[src/rtl/if_npc.sv]
`default_nettype none
// ============================================================================
// Module      : if_npc
// Description : Fetch-stage next-PC generator. Sequences BOOT/RUN/REFILL,
//               accepts EX-stage redirects and raises the pipeline flushes.
//               Optional macro IF_NPC_STATS_EN adds redirect and stall counters.
// Revision    : 1.0 - initial release
// ============================================================================
module if_npc #(
    parameter logic [31:0] RESET_PC = 32'h0000_0000
) (
    input  logic        clk,
    input  logic        rst,
    input  logic        stall,
    input  logic        EX_valid,
    input  logic [31:0] EX_PC,
    input  logic [31:0] EX_immout,
    input  logic [31:0] EX_aluout,
    input  logic [2:0]  EX_NPCSel,
    output logic [31:0] IF_PC,
    output logic        IF_valid,
    output logic        redirect,
    output logic        flush_ID,
    output logic        flush_EX,
    output logic        misalign
`ifdef IF_NPC_STATS_EN
    ,
    output logic [31:0] redirect_cnt,
    output logic [31:0] stall_cnt
`endif
);

    typedef enum logic [1:0] {
        S_BOOT   = 2'd0,
        S_RUN    = 2'd1,
        S_REFILL = 2'd2
    } state_t;

    localparam logic [31:0] c_PC_STEP   = 32'd4;
    localparam logic [31:0] c_WORD_MASK = 32'hFFFF_FFFC;
    localparam logic [31:0] c_JALR_MASK = 32'hFFFF_FFFE;

    state_t      r_state;
    state_t      w_state_nxt;
    logic [31:0] r_pc;
    logic [31:0] w_pc_nxt;
    logic        r_misalign;
    logic        w_misalign_nxt;
    logic        w_redirect;
    logic [31:0] w_sum;
    logic [31:0] w_target;

    // JAL and branch share the PC-relative adder; JALR takes precedence.
    assign w_sum    = EX_PC + EX_immout;
    assign w_target = EX_NPCSel[2] ? (EX_aluout & c_JALR_MASK) : w_sum;

    always_ff @(posedge clk) begin
        if (rst) begin
            r_state    <= S_BOOT;
            r_pc       <= RESET_PC;
            r_misalign <= 1'b0;
        end else begin
            r_state    <= w_state_nxt;
            r_pc       <= w_pc_nxt;
            r_misalign <= w_misalign_nxt;
        end
    end

    always_comb begin
        w_state_nxt    = r_state;
        w_pc_nxt       = r_pc;
        w_misalign_nxt = 1'b0;
        w_redirect     = 1'b0;
        case (r_state)
            S_BOOT: begin
                w_state_nxt = S_RUN;
                w_pc_nxt    = RESET_PC;
            end
            S_RUN: begin
                if (EX_valid && (EX_NPCSel != 3'b000)) begin
                    w_redirect     = 1'b1;
                    w_state_nxt    = S_REFILL;
                    w_pc_nxt       = w_target & c_WORD_MASK;
                    w_misalign_nxt = w_target[1];
                end else if (!stall) begin
                    w_pc_nxt = r_pc + c_PC_STEP;
                end
            end
            S_REFILL: begin
                // EX holds the slot flushed by the redirect, so its request is stale.
                w_state_nxt = S_RUN;
                if (!stall) begin
                    w_pc_nxt = r_pc + c_PC_STEP;
                end
            end
            default: begin
                w_state_nxt = S_BOOT;
                w_pc_nxt    = RESET_PC;
            end
        endcase
    end

    assign IF_PC    = r_pc;
    assign IF_valid = (r_state != S_BOOT);
    assign redirect = w_redirect;
    assign flush_ID = w_redirect;
    assign flush_EX = w_redirect;
    assign misalign = r_misalign;

`ifdef IF_NPC_STATS_EN
    logic [31:0] r_redirect_cnt;
    logic [31:0] r_stall_cnt;

    always_ff @(posedge clk) begin
        if (rst) begin
            r_redirect_cnt <= 32'd0;
            r_stall_cnt    <= 32'd0;
        end else begin
            if (w_redirect) begin
                r_redirect_cnt <= r_redirect_cnt + 32'd1;
            end
            if (stall && !w_redirect && (r_state != S_BOOT)) begin
                r_stall_cnt <= r_stall_cnt + 32'd1;
            end
        end
    end

    assign redirect_cnt = r_redirect_cnt;
    assign stall_cnt    = r_stall_cnt;
`endif

endmodule
`default_nettype wire

[config.mk]
export PLATFORM = sky130hd
export DESIGN_NAME = if_npc
export DESIGN_NICKNAME = d
export VERILOG_FILES = /design/src/rtl/if_npc.sv
export SDC_FILE = /design/constraint.sdc
export NUM_CORES = 1
export LEC_CHECK = 0
export CAP_MARGIN = 20
export CORE_MARGIN = 5
export CORE_UTILIZATION = 35
export CTS_BUF_LIST = sky130_fd_sc_hd__clkbuf_4
export DETAILED_ROUTE_END_ITERATION = 10
export GPL_TIMING_DRIVEN = 0
export PLACE_DENSITY = 0.65
export SLEW_MARGIN = 30
export SYNTH_ARGS = -nofsm -noshare
export SYNTH_HDL_FRONTEND = slang
export SYNTH_SLANG_ARGS = --single-unit
[constraint.sdc]
create_clock -name clk -period 6.8 [get_ports clk]
set_input_delay 1.36 -clock clk [delete_from_list [all_inputs] [get_ports clk]]
set_output_delay 1.36 -clock clk [all_outputs]
set_load 0.01 [all_outputs]
**Word level (Yosys, flattened, before mapping)**

Index checks and enable logic that the tools add are counted.
W data, S select, Z words.

- Input bits: 103
- Flip-flop bits (word level): 35
- Output and inout bits: 37

- Reductions and logical operators: 6
- Bitwise logic cells: 2
- Eq/ne operators: 3
- Muxes and demuxes: 8
- Add/sub/neg operators: 2

Operator list:

| kind | count |
|---|---|
| $mux W32 | 3 |
| $pmux W32 S2 | 1 |
| $add A32 B3 Y32 const B | 1 |
| $add A32 B32 Y32 | 1 |
| $pmux W2 S2 | 1 |
| $reduce_bool A3 Y1 | 1 |
| $reduce_or A3 Y1 | 1 |
| $eq A2 B1 Y1 const B | 1 |
| $eq A2 B2 Y1 const B | 1 |
| $logic_not A2 Y1 | 1 |
| $mux W1 | 2 |
| $mux W2 | 1 |
| $ne A2 B2 Y1 const B | 1 |
| $not A1 Y1 | 2 |
| $reduce_bool A2 Y1 | 1 |
| $reduce_or A2 Y1 | 1 |
| $logic_and A1 B1 Y1 | 1 |

**Longest topological paths before layout**

- Word-level depth: 4
- Mapped depth: 10

**Worst setup path before layout**

No wires, ideal clock.

- Kind: input-to-output
- Start point: in EX_NPCSel[1]
- End point: out flush_ID
- Data arrival time: 2.493 ns
- Path slack: 2.947 ns
- Stages on the path: 3
- Path through: o311ai_1 clkinv_1 buf_4

- Longest elaborated chain between the ends: 4

RTL lines:

| what | line | source |
|---|---|---|
| start, declared | 19 | `input logic [2:0] EX_NPCSel,` |
| $reduce_bool A3 Y1 | 80 | `if (EX_valid && (EX_NPCSel != 3'b000)) begin` |
| $logic_and A1 B1 Y1 | 80 |  |
| $mux W1 | 80 |  |
| $mux W1 | 74 | `case (r_state)` |
| end, declared | 23 | `output logic flush_ID,` |

No other way between the ends.

**Worst setup path in the final report**

- Start point: in EX_NPCSel[2]
- End point: out redirect

- Longest elaborated chain between the ends: 4

RTL lines:

| what | line | source |
|---|---|---|
| $reduce_bool A3 Y1 | 80 |  |
| $logic_and A1 B1 Y1 | 80 |  |
| $mux W1 | 80 |  |
| $mux W1 | 74 |  |
| end, declared | 22 | `output logic redirect,` |

No other way between the ends.

==> impl_metrics.py <==
metrics = {
    "outcome": {
        "status": "finished, final reports clean",
    },
    "clocking": {
        "path_clk_slew_ns": 0.10,
        "clock_path_buffers": 2,
        "cts_tree": "yes",
        "clkLatencyLatePin_ns": 0.34,
        "root_buffer": "clkbuf_4",
        "htree_levels": 2,
        "numCtsBuffers": 5,
        "clkSinkCount": 33,
        "hold_buffers": 0,
        "post_cts_resized": 0,
        "cts_setup_buffers": 0,
    },
    "yosys": {
        "syn-cell-area_sq_um": 3920,
        "synth_async_sr_flop_share_pct": 0,
        "synth_cell_types": 70,
        "synth-edff-count": 0,
        "avgSynthCellArea_sq_um": 7.42,
        "yosysWarnings": 0,
        "ys_ff_latch": 33,
        "synth_ff_type": "dfxtp_1",
        "netlist_instances": 528,
        "seq_area_frac_synth_pct": 16.9,
    },
    "power": {
        "vdd_drop_max_mv": 0.0662,
        "power_mw": 0.650,
        "power_leakage_nw": 2.14,
        "power_density_nw_per_um2": 118,
    },
    "worst_setup_path": {
        "rr_worst_depth": 8,
        "cp.required_ns": 5.44,
        "cp-end-kind": "primary output",
        "critPathMaxFanout": 11,
        "critical_path_class": "in -> out",
        "start_kind": "input pin",
        "arrival_ns": 4.00,
    },
    "grt": {
        "grt_pass1_vias": 4387,
        "use_met1_pct": 28.0,
        "gr-usage-all-layers_pct": 20.6,
        "antenna_found_initial": 0,
        "overflow": 0,
        "top_usage_layer": "met2",
        "met3_usage_pct": 2.40,
        "grt_pass1_wl_microns": 22000,
        "grt_max_degree": 12,
        "use_met2_pct": 34.9,
    },
    "layout": {
        "fin_cells": 813,
        "postLayoutCoreUtil_pct": 50.6,
        "area_growth_pct": 40.6,
        "stdcell_area_sq_um": 5510,
        "mostFrequentLayoutCell": "clkdlybuf4s50_1",
        "nNetsFinal": 811,
        "layout_common_cells": "clkdlybuf4s50_1, nor2_1, nand2_1",
        "fillers": 1154,
        "antenna_cells": 0,
        "drive_above_1_share_pct": 2.97,
    },
    "die": {
        "dieWidth_microns": 116,
        "start_util_pct": 36.0,
        "ios": 140,
        "core_area_sq_um": 10900,
        "die_area_sq_um": 13400,
        "die_h_microns": 116,
        "row_count": 38,
    },
    "sta": {
        "fin_crit_sh_pct": 78.8,
        "clock_skew_ns": 0.0113,
        "fin_crit_ns": 5.36,
        "relSlewSlack_pct": 46.6,
        "rsz0062_at_grt": "false",
        "hold_ws_ns": 0.558,
        "worst_pin_slew_ns": 0.789,
        "setup_viol": 0,
        "max_freq_mhz": 187,
        "hold_violations": 0,
        "setup_tns_ns": 0,
        "final-max-slew-violation-count": 0,
        "postLayoutSetupSlackWorst_ns": 1.44,
    },
    "drt": {
        "vias": 4530,
        "viasPerCell": 5.57,
        "drt_first_pass_iters": 5,
        "drc": 0,
        "wire_per_inst_microns": 17.7,
        "ant_nets": 0,
        "drt_iter0_drc": 239,
        "wirelength_microns": 14400,
    },
    "placed_design": {
        "hpwl_microns": 12000,
        "dpl_cell_area_sq_um": 5460,
        "numPortBuffers": 136,
        "dp_slack_ns": 1.40,
        "gp_congestion": 0.873,
        "placedCellCount": 805,
    },
    "worst_hold_path": {
        "min_path_type": "reg -> reg",
        "min_path_cells": 2,
    },
    "job": {
        "maxCapViolations": 0,
    },
}
metal layers:
metal,vias up,share of wire [%]
li1,2262,-
met1,2104,46
met2,148,47
met3,16,5.7
met4,0,1.4
met5,-,0
flip-flops by register name (all words and copies together) (netlist names):
name,flops
misalign,1
IF_PC,30
r_state,2
kinds of logic after synthesis:
group                    after synthesis  share of synthesized area [%]
AO/OA/AOI/OAI                        157                           28.5
multiplexers                          10                           2.56
adder cells (fa/ha/maj)               36                           11.7
other                                  1                         0.0957
AND/OR/NAND/NOR                      206                           26.1
buffers and inverters                 41                           4.34
flip-flops                            33                           16.9
XOR/XNOR                              44                           9.84
synth_stat cells (all sizes together), types with 12 or more instances:
library cell | number | area share, %
inv | 13 | 1.2
a21oi | 35 | 4.5
dfxtp | 33 | 17
clkbuf | 21 | 2.0
a21o | 19 | 3.6
xnor2 | 27 | 6.0
nand3 | 19 | 2.4
a22oi | 15 | 2.9
ha | 35 | 11
nand2 | 51 | 4.9
nor2 | 55 | 5.3
nand4 | 17 | 2.9
o21ai | 17 | 2.3
nor3 | 12 | 1.5
xor2 | 17 | 3.8
report_power, final:
group          leakage, nW  switching, mW  total, mW  internal [mW]
logic                 1.85          0.181      0.337          0.156
registers            0.267        0.00638      0.205          0.199
clock network       0.0300         0.0704      0.108         0.0374
worst max-delay path, cell delays in order:
cell and delay, ns:
clkdlybuf4s50_1 0.56, o311ai_1 0.73, clkinv_1 0.58, buf_4 0.29, clkdlybuf4s50_1 0.47
path summary, 6_finish.rpt:
check	from	end	slack [ns]
worst min register to register	r_state[1]	r_state[1]	0.56
worst max register to register	r_state[1]	IF_PC[25]	4.14
worst min-delay path	r_state[1]	r_state[1]	0.56
worst max-delay path	EX_NPCSel[2]	redirect	1.44
area by class of cell:
type	instances	area (sq um)	area share (%)
multi-input combinational	455	3090	56.1
sequential	33	661	12.0
inverter	14	52.6	0.954
clock buffer	5	37.5	0.682
buffer	27	118	2.14
clock inverter	3	12.5	0.227
timing repair buffer	136	1360	24.7
tap	140	175	3.18
Note: power is estimated with default switching activity, not from simulation.
